### src/rtl/uart_tx_if.sv
// Upstream word handshake for the UART transmitter.
//
// Signals:
//   data  - parallel word to transmit, meaningful while valid=1
//   valid - upstream presents a word on data
//   ready - transmitter is idle and takes the word at this edge
//
// Modports:
//   master - the word source (drives data/valid, observes ready)
//   slave  - the transmitter (observes data/valid, drives ready)
interface uart_tx_if #(
    parameter int DATA_BITS = 8
);
    logic [DATA_BITS-1:0] data;
    logic                 valid;
    logic                 ready;

    modport master (
        output data,
        output valid,
        input  ready
    );

    modport slave (
        input  data,
        input  valid,
        output ready
    );
endinterface

### src/rtl/uart_tx.sv
// Serial UART transmitter paced by an external baud strobe.
//
// One word is taken per valid/ready handshake and sent LSB first as
// start bit, DATA_BITS data bits, optional parity bit, STOP_BITS stop bits.
// Every clk cycle with tick=1 ends one bit time on the line.
//
// Parameters:
//   DATA_BITS - data word width, 5..9
//   PARITY    - 0 none, 1 even, 2 odd
//   STOP_BITS - 1 or 2
//
// Ports:
//   clk   - system clock, rising edge
//   rst_n - synchronous active-low reset
//   tick  - one-cycle baud strobe from the clock divider
//   bus   - word handshake (slave side): data, valid in; ready out
//   busy  - frame in progress (always the inverse of bus.ready)
//   tx    - registered serial line, idles high
module uart_tx #(
    parameter int DATA_BITS = 8,
    parameter int PARITY    = 0,
    parameter int STOP_BITS = 1
) (
    input  logic     clk,
    input  logic     rst_n,
    input  logic     tick,
    uart_tx_if.slave bus,
    output logic     busy,
    output logic     tx
);

    if (DATA_BITS < 5 || DATA_BITS > 9) begin : g_bad_data_bits
        $error("uart_tx: DATA_BITS must be in 5..9");
    end
    if (PARITY < 0 || PARITY > 2) begin : g_bad_parity
        $error("uart_tx: PARITY must be 0, 1 or 2");
    end
    if (STOP_BITS != 1 && STOP_BITS != 2) begin : g_bad_stop_bits
        $error("uart_tx: STOP_BITS must be 1 or 2");
    end

    localparam int                CNT_W     = $clog2(DATA_BITS + 1);
    localparam logic [CNT_W-1:0] LAST_BIT  = CNT_W'(DATA_BITS);
    localparam logic              STOP_LAST = 1'(STOP_BITS - 1);

    typedef enum logic [2:0] {
        S_IDLE,
        S_ALIGN,
        S_START,
        S_DATA,
        S_PARITY,
        S_STOP
    } state_t;

    state_t               state;
    logic [DATA_BITS-1:0] shreg;
    logic                 par_bit;
    logic [CNT_W-1:0]     bit_cnt;
    logic                 stop_cnt;

    // Even parity is the XOR of the word; odd parity inverts it.
    function automatic logic parity_of(input logic [DATA_BITS-1:0] word);
        logic odd;
        odd = (PARITY == 2);
        return (^word) ^ odd;
    endfunction

    assign bus.ready = (state == S_IDLE);
    assign busy      = (state != S_IDLE);

    // The shift register and parity bit carry data only; they are loaded
    // on acceptance and need no reset value.
    always_ff @(posedge clk) begin
        if (!rst_n) begin
            state    <= S_IDLE;
            tx       <= 1'b1;
            bit_cnt  <= '0;
            stop_cnt <= 1'b0;
        end else begin
            case (state)
                S_IDLE: begin
                    tx <= 1'b1;
                    if (bus.valid) begin
                        shreg    <= bus.data;
                        par_bit  <= parity_of(bus.data);
                        bit_cnt  <= '0;
                        stop_cnt <= 1'b0;
                        state    <= S_ALIGN;
                    end
                end

                // A tick in the acceptance cycle was seen in IDLE and
                // ignored, so the first tick here opens a full-length
                // start bit.
                S_ALIGN: begin
                    if (tick) begin
                        tx    <= 1'b0;
                        state <= S_START;
                    end
                end

                S_START: begin
                    if (tick) begin
                        tx      <= shreg[0];
                        shreg   <= shreg >> 1;
                        bit_cnt <= CNT_W'(1);
                        state   <= S_DATA;
                    end
                end

                // bit_cnt counts data bits already placed on the line.
                S_DATA: begin
                    if (tick) begin
                        if (bit_cnt < LAST_BIT) begin
                            tx      <= shreg[0];
                            shreg   <= shreg >> 1;
                            bit_cnt <= bit_cnt + 1'b1;
                        end else if (PARITY != 0) begin
                            tx    <= par_bit;
                            state <= S_PARITY;
                        end else begin
                            tx    <= 1'b1;
                            state <= S_STOP;
                        end
                    end
                end

                S_PARITY: begin
                    if (tick) begin
                        tx    <= 1'b1;
                        state <= S_STOP;
                    end
                end

                S_STOP: begin
                    tx <= 1'b1;
                    if (tick) begin
                        if (stop_cnt == STOP_LAST) begin
                            stop_cnt <= 1'b0;
                            state    <= S_IDLE;
                        end else begin
                            stop_cnt <= 1'b1;
                        end
                    end
                end

                default: begin
                    tx    <= 1'b1;
                    state <= S_IDLE;
                end
            endcase
        end
    end

endmodule

### src/flat_wrapper.sv
// flat-port wrapper written by rule: the top's interface ports become plain ports
module uart_tx_flat 
#(
    parameter int DATA_BITS = 8,
    parameter int PARITY    = 0,
    parameter int STOP_BITS = 1
)
  (clk, rst_n, tick, busy, tx, bus_data, bus_valid, bus_ready);
  uart_tx_if #(.DATA_BITS(DATA_BITS)) bus_i ();
  input  logic clk;
  input  logic rst_n;
  input  logic tick;
  output logic busy;
  output logic tx;
  input wire logic [$bits(bus_i.data)-1:0] bus_data;
  input wire logic [$bits(bus_i.valid)-1:0] bus_valid;
  output wire logic [$bits(bus_i.ready)-1:0] bus_ready;
  assign bus_i.data = bus_data;
  assign bus_i.valid = bus_valid;
  assign bus_ready = bus_i.ready;
  uart_tx #(.DATA_BITS(DATA_BITS), .PARITY(PARITY), .STOP_BITS(STOP_BITS)) u_core (.clk(clk), .rst_n(rst_n), .tick(tick), .bus(bus_i), .busy(busy), .tx(tx));
endmodule
### config.mk
export PLATFORM = sky130hd
export DESIGN_NAME = uart_tx_flat
export DESIGN_NICKNAME = d
export VERILOG_FILES = /design/src/rtl/uart_tx_if.sv /design/src/rtl/uart_tx.sv /design/src/flat_wrapper.sv
export SDC_FILE = /design/constraint.sdc
export NUM_CORES = 1
export LEC_CHECK = 0
export CORE_UTILIZATION = 50
export CTS_BUF_LIST = sky130_fd_sc_hd__clkbuf_16
export DETAILED_ROUTE_END_ITERATION = 10
export PLACE_DENSITY = 0.77
export SLEW_MARGIN = 20
export SYNTH_ARGS = -nofsm -noshare
export SYNTH_HDL_FRONTEND = slang
export SYNTH_SLANG_ARGS = --single-unit
### constraint.sdc
create_clock -name clk -period 1.8 [get_ports clk]
set_input_delay 0.54 -clock clk [delete_from_list [all_inputs] [get_ports clk]]
set_output_delay 0.54 -clock clk [all_outputs]
set_load 0.01 [all_outputs]
==> results of run 1 <==
-- synthesized netlist by cell type (2+ instances only) --
cell type   n  area [um^2]
a21oi_1     2         10.0
buf_2       3         15.0
buf_4       2         15.0
dfxtp_1     8          160
edfxtp_1    8          240
inv_1       4         15.0
mux2i_1     3         30.0
nand2_1    27          101
nand2b_1    2         12.5
nand3_1     2         10.0
nand4_1     2         12.5
nor2_1      4         15.0
nor4_1      3         18.8
-- power breakdown --
part,switching (mW),internal [mW]
clock,0.133,0.294
sequential,0.00714,0.408
combinational,0.0790,0.0810
total,0.219,0.783
-- critical path: stages (launching register included) --
cell and delay [ns]:
dfxtp_1 0.31, or3_4 0.39, dlygate4sd2_1 0.29
-- area by class of cell --
type,count,area [um^2]
Clock inverter,1,3.75
Fill cell,127,423
Timing Repair Buffer,22,199
Multi-Input combinational cell,66,384
Tap cell,16,20.0
Sequential cell,16,400
Inverter,5,18.8
Clock buffer,3,75.1
-- path summary, 6_finish.rpt --
check / start / to / cells after the start
hold reg to reg: u_core.bit_cnt[1] / u_core.bit_cnt[1] / 2
setup / recovery: u_core.state[0] / busy / 2
hold / removal: u_core.bit_cnt[1] / u_core.bit_cnt[1] / 2
setup reg to reg: u_core.state[1] / u_core.shreg[1] / 5
-- per-layer routing --
| layer | global-route usage (%) | routed length (um) |
|---|---|---|
| met5 | 0 | 0 |
| met4 | 11.9 | 40 |
| met3 | 7.23 | 66 |
| met2 | 34.5 | 778 |
| met1 | 24.6 | 805 |
-- state kept, by name, indices dropped and copies added, names as in the netlist --
name / flops
u_core.bit_cnt: 4
u_core.shreg: 8
u_core.state: 3
u_core.tx: 1
-- logic make-up after synthesis --
kind of cell,Yosys count,synth area share [%]
mux,4,4.96
compound gates,14,12.2
fa+ha+maj,1,1.50
buf+inv,11,6.31
simple gates,47,26.9
flops,16,48.1
-- per-stage QoR --
stage / std cells / power [mW] / hold WS, ns
2_1_floorplan: 93 / 0.509 / 0.455
3_3_place_gp: 125 / 0.578 / 0.475
3_5_place_dp: 125 / 0.582 / 0.482
4_1_cts: 129 / 1.01 / 0.493
5_1_grt: 129 / 1.04 / 0.524
6_report: 129 / 1.00 / 0.490
-- layout by cell type, fill, tap and decap left out, types with 2 or more instances in the layout --
cell,n
nand4_1,2
buf_4,8
edfxtp_1,8
dfxtp_1,8
inv_1,4
clkdlybuf4s50_1,12
nand2_1,27
a21oi_1,2
nand2b_1,2
nand3_1,2
mux2i_1,3
nor4_1,3
clkbuf_16,3
nor2_1,4
==> results.md, run 1 <==
- The number of synthesis warnings is 0.
- The count of mapped cells out of synthesis is 93.
- The CTS sink count is 16.
- The first detailed-routing pass ran for 4 iterations.
- The total vias in the final route is 724.
- The final instance area is 1100 um^2.
- The final critical-path setup slack is 0.0325 ns.
- The buffer count from post-CTS setup fixing is 0.
- The core region is 1520 um^2.
- The netlist uses 36 different library cells.
- STA classifies the critical path endpoint as a primary output.
- Summing all placed instances gives a cell area of 1020 um^2.
- The worst-case IR drop observed on VDD is 763 uV.
- The number of maximum-capacitance violations is 0.
- Setup slack on the worst reg-to-reg path comes out at 0.30 ns.
- The die covers 1830 um^2.
- The prevailing post-synth register cell is edfxtp_1.
- The synthesized design contains 16 register bits.
- The worst-case clock skew is 0.00171 ns.
- The signed area change from the synthesized netlist to the final layout is 32.3%.
- The worst setup path is launched from a flip-flop.
- The clock passes through at most 2 buffers.
- The relative slew slack is 71.7%.
- The final max-slew violation count is 0.
- The weighted congestion reported at the end of routability-driven placement is 0.813.
- The data arrival time of the worst path is 1.23 ns.
- The number of endpoints with negative hold slack in the final report is 0.
- The TritonCTS clock tree is built.
- Of all nets on the critical path, the largest fanout is 2.
- The initialized floorplan defines 14 standard-cell rows.
- The wire length of the first global-routing pass is 2830 um.
- The via count of the first global-routing pass is 680.
- The count of antenna diodes in the layout is 0.
- The root buffer cell is clkbuf_16.
- The leakage power figure is 0.450 nW.
- The clock period minus final worst setup slack is 1.77 ns.
- The DRC violation count after routing is 0.
- 15 I/O pins were placed.
- After routing, the total negative slack on setup checks comes to 0 ns.
- Setup repair after global routing left no endpoint under its margin.
- The endpoint required time on the critical path is 1.26 ns.
- The critical path in this run is classified as reg -> out.
- The initial antenna violation count is 0.
- The count of input and output buffers is 14.
- The number of flops mapped to enable cells by yosys is 8.
- The die height is 42.8 um.
- Clock tree synthesis inserted a total of 3 buffers.
- The initial core utilization is 54.6%.
- The power density over the cells is 911 nW/um^2.
- The placed wire-length estimate after detailed placement is 1220 um.
- The post-layout utilization of the core is 72.2%.
- The overflow left after global routing is 0.
- The number of nets produced by synthesis is 106.
- Once the clock tree was built, the resizer swapped 4 gates to a different size.
- In this run, post-CTS hold repair placed 0 buffers.
- Timing analysis after detailed placement gives a worst setup slack of -0.0996 ns.
- The total wirelength of the detailed-routed design is 1690 um.
- The async set or reset register ratio after synthesis is 0%.
- After detailed routing, the number of vias per cell comes to 5.61.
- Dividing the detail-routed wire length by the instance count gives 13.1 um.
- The horizontal die dimension is 42.8 um.
- In this run, the number of DRC markers left after iteration 0 of detailed routing was 12.
- Entering global routing, the biggest net connects 14 pins.
- Clock-pin slew was measured on the worst setup and hold paths at 0.05 ns.
- At the pin with the least slew margin, the transition time is 0.424 ns.
- Derived from the worst setup path, the maximum achievable clock frequency is 566 MHz.
- The portion of the clock cycle consumed by the worst path in the final layout is 98.2%.
- In this run the cell area of the synthesized design comes to 832 um^2.
- Of the cells placed in the final design, the portion with a size suffix greater than 1 is 14.2%.
- The final number of setup-violating endpoints is 0.
- The number of H-tree branching levels is 1.
- The latest clock arrival within the worst-skew pair is 0.24 ns.
- After synthesis, flip-flops and latches occupy 48.1% of the total area.
- The final net count is 127.
- The run finished with clean final reports.
- In this run the remaining antenna-violating nets after routing total 0.
- The synthesized area per cell is 8.95 um^2.
- The type of the tightest min-delay check is reg -> reg.
- Global routing consumed, over all layers together, 21.4% of the routing resources.
(Power assumes the default switching activity.)
==> inputs of run 2 (changes only) <==
--- a/config.mk
+++ b/config.mk
@@ -6,5 +6,6 @@
 export NUM_CORES = 1
 export LEC_CHECK = 0
-export CORE_UTILIZATION = 50
+export ABC_AREA = 1
+export CORE_UTILIZATION = 51
 export CTS_BUF_LIST = sky130_fd_sc_hd__clkbuf_16
 export DETAILED_ROUTE_END_ITERATION = 10
==> constraint.sdc (replaced) <==
create_clock -name clk -period 1.8 [get_ports clk]
set_input_delay 0.54 -clock clk [delete_from_list [all_inputs] [get_ports clk]]
set_output_delay 0.54 -clock clk [all_outputs]
set_load 0.1 [all_outputs]
==> results.md, run 2 <==
- The worst-case clock skew is 0.00307 ns (+0.00136 ns).
- The largest fanout of any net on the critical path was 8 (+6).
- The synthesized area per cell is 7.35 um^2 (-18%).
- In this run the clock root is driven by a clkbuf_16.
- TritonCTS built the clock tree.
- The power density over the cells is 1790 nW/um^2 (+97%).
- The endpoint required time on the critical path was 1.26 ns (about the same).
- The post-synthesis cell area is 941 um^2 (+13%).
- The proportion of synthesized chip area in sequential cells is 42.6% (-5.6 points).
- The wire length per cell is 11.0 um (-16%).
- The number of maximum-capacitance violations came to 0 (unchanged).
- The start-to-end type of the worst setup path is reg -> out.
- The count of TritonRoute iterations in the first routing pass is 4 (unchanged).
- The count of input and output buffers is 14 (unchanged).
- The initial antenna violation count came to 0 (unchanged).
- The count of distinct cell types in the synthesized netlist came to 21 (-42%).
- The most frequent cell after synthesis is nand2_1.
- The number of flip-flops in the largest register is 8 (unchanged).
- The number of synthesis warnings is 0 (unchanged).
- The relative slew slack was 69.9% (-1.8 points).
- The data arrival time of the worst path is 1.21 ns (-0.02 ns).
- The prevailing post-synth register cell is edfxtp_1.
- The number of flops mapped to enable cells by yosys is 8 (unchanged).
- The signed area change from the synthesized netlist to the final layout is 35.1%.
- The top cell types in the final layout, fill and taps aside, are nand2_1 (41), nor2_1 (19), nand3_1 (12), clkdlybuf4s50_1 (10).
- The count of antenna diodes in the layout is 0 (unchanged).
- The actual slew at the worst max-slew pin came to 0.451 ns (+0.0268 ns).
- The number of synthesized register bits is 16 (unchanged).
- The number of H-tree branching levels is 1 (unchanged).
- The die height came to 45.0 um (+5.0%).
- The register containing the most flip-flops in the final layout is u_core.shreg.
- The total negative setup slack came to 0 ns (unchanged).
- The largest net degree at the start of global routing is 13 (-1).
- The clock period minus final worst setup slack was 1.75 ns (-0.0133 ns).
- The total routing resource utilization after global routing is 24.1% (+2.7 points).
- The largest area contributor in the synthesized netlist is edfxtp_1.
- The final max-slew violation count is 0 (unchanged).
- The total vias in the final route is 875 (+21%).
- The wire length of the first global-routing pass is 3510 um (+24%).
- The number of nets produced by synthesis is 141 (+33%).
- The horizontal die dimension is 45.0 um (+5.0%).
- The number of buffers inserted during clock tree synthesis is 3 (unchanged).
- The clock-pin slew of the registers on the worst-case setup and hold paths is 0.05 ns (about the same).
- The post-placement setup slack was -0.258 ns (-0.158 ns).
- The placed wire-length estimate after detailed placement is 1440 um (+18%).
- The maximum clock insertion buffer count is 2 (unchanged).
- The latest clock arrival within the worst-skew pair is 0.24 ns (about the same).
- The number of endpoints with negative hold slack in the final report is 0 (unchanged).
- The count of nets left with antenna violations after detail routing came to 0 (unchanged).
- The total die area is 2020 um^2 (+10%).
- The CTS sink count is 16 (unchanged).
- The number of rows created at floorplan came to 15 (+1).
- In the final layout, the registers with the most flip-flops are u_core.shreg (8), u_core.bit_cnt (4), u_core.state (3).
- The endpoint class of the critical path is a primary output.
- The via count of the first global-routing pass came to 849 (+25%).
- The I/O pin count is 15 (unchanged).
- The library cell used most frequently in the layout, excluding fill and tap cells, is nand2_1.
- Sorting the synthesized cells by area gives the leading types as edfxtp_1 (26%), dfxtp_1 (17%), nand2_1 (16%).
- The final critical-path setup slack is 0.0458 ns (+0.0133 ns).
- The detailed router's first-iteration violation count is 21 (+9).
- The run finished with clean final reports.
- The DRC violation count after routing was 0 (unchanged).
- The async set or reset register ratio after synthesis was 0% (unchanged).
- The type of the tightest min-delay check is reg -> reg.
- The weighted congestion reported at the end of routability-driven placement is 0.931 (+15%).
- The worst voltage drop across the vdd grid came to 1110 uV (+46%).
- The fmax came to 570 MHz (+0.76%).
- The commonest cells after synthesis are nand2_1 (41), nor2_1 (22), nand3_1 (12).
- The count of mapped cells out of synthesis is 128 (+38%).
- The placeable core region is 1730 um^2 (+13%).
- The leakage power figure was 0.583 nW (+30%).
- The portion of the clock cycle consumed by the worst path in the final layout is 97.5% (-0.74 points).
- Setup repair after global routing left no endpoint under its margin.
- The final number of setup-violating endpoints is 0 (unchanged).
- The fraction of post-synthesis cell area in the top cell type by area was 25.5% (-3.3 points).
- STA classifies the critical path startpoint as a flip-flop.
- The overflow left after global routing is 0 (unchanged).
- The final net count was 165 (+30%).
- The layout cell share with drive strength beyond 1 is 25.2% (+11 points).
- The initial core utilization is 54.5% (-0.10 points).
- The post-detailed-route via-to-cell ratio is 4.97 (-11%).
- The total wirelength of the detailed-routed design is 1930 um (+14%).
-- run 2: cell count changes in the layout (fill, tap and decap cells not counted), moves of 4 or more --
cell     before  now
nand3_1       2   12
nand2_2       0    5
nor2_2        0    4
inv_2         1    5
nand2_1      27   41
nor2_1        4   19
-- run 2: power breakdown --
group / internal [mW] / switching (mW) / total, mW
logic: 0.451 / 0.794 / 1.24
registers: 0.528 / 0.0828 / 0.611
clock network: 0.294 / 0.132 / 0.426
total: 1.27 / 1.01 / 2.28
-- run 2: timing repair --
item / in CTS / in global routing
buffers inserted: 1 / 0
resized for setup: 2 / 4
hold buffers: 0 / 0
pin swaps: 1 / 0
setup endpoints to repair: 8 / 9
-- run 2: layout make-up --
class | count | area, um^2
Sequential cell | 16 | 402
Clock buffer | 3 | 75.1
Tap cell | 25 | 31.3
Inverter | 11 | 41.3
Multi-Input combinational cell | 97 | 474
Clock inverter | 1 | 3.75
Timing Repair Buffer | 23 | 244
Fill cell | 125 | 455
-- run 2: final timing paths --
check | startpoint | end | slack, ns | depth (start not counted)
setup / recovery | u_core.state[2] | busy | 0.05 | 3
hold / removal | u_core.bit_cnt[1] | u_core.bit_cnt[1] | 0.50 | 2
setup reg to reg | u_core.state[2] | u_core.shreg[3] | 0.23 | 7
hold reg to reg | u_core.bit_cnt[1] | u_core.bit_cnt[1] | 0.50 | 2
-- run 2: worst max-delay path, stage by stage, from the launching register on --
cell and delay (ns):
dfxtp_1 0.59, nor2_4 0.09, inv_1 0.11, buf_12 0.18
-- run 2: per-stage QoR --
| stage | total power, mW | util [%] | instance area [um^2] | hold slack (ns) | cells |
|---|---|---|---|---|---|
| floorplan | 1.49 | - | 948 | 0.477 | 128 |
| global placement | 1.81 | 67.9 | 1170 | 0.501 | 171 |
| detailed placement | 1.83 | 67.9 | 1170 | 0.501 | 171 |
| CTS | 2.27 | 73.0 | 1260 | 0.508 | 176 |
| global route | 2.44 | 73.6 | 1270 | 0.529 | 176 |
| finish | 2.28 | 73.6 | 1270 | 0.502 | 176 |
-- run 2: cells by family after synthesis --
kind of cell / count (synthesis) / synth area share (%)
compound gates: 8 / 5.85
xor+xnor: 1 / 0.931
fa+ha+maj: 1 / 1.33
buf+inv: 15 / 8.38
flops: 16 / 42.6
simple gates: 87 / 41.0
-- run 2: layer usage --
| layer | global-route usage [%] | up-vias | part of all wire (%) |
|---|---|---|---|
| li1 | - | 453 | - |
| met1 | 31.6 | 394 | 44 |
| met2 | 40.0 | 24 | 49 |
| met3 | 3.60 | 4 | 5.3 |
| met4 | 9.09 | 0 | 1.3 |
| met5 | 0 | - | 0 |
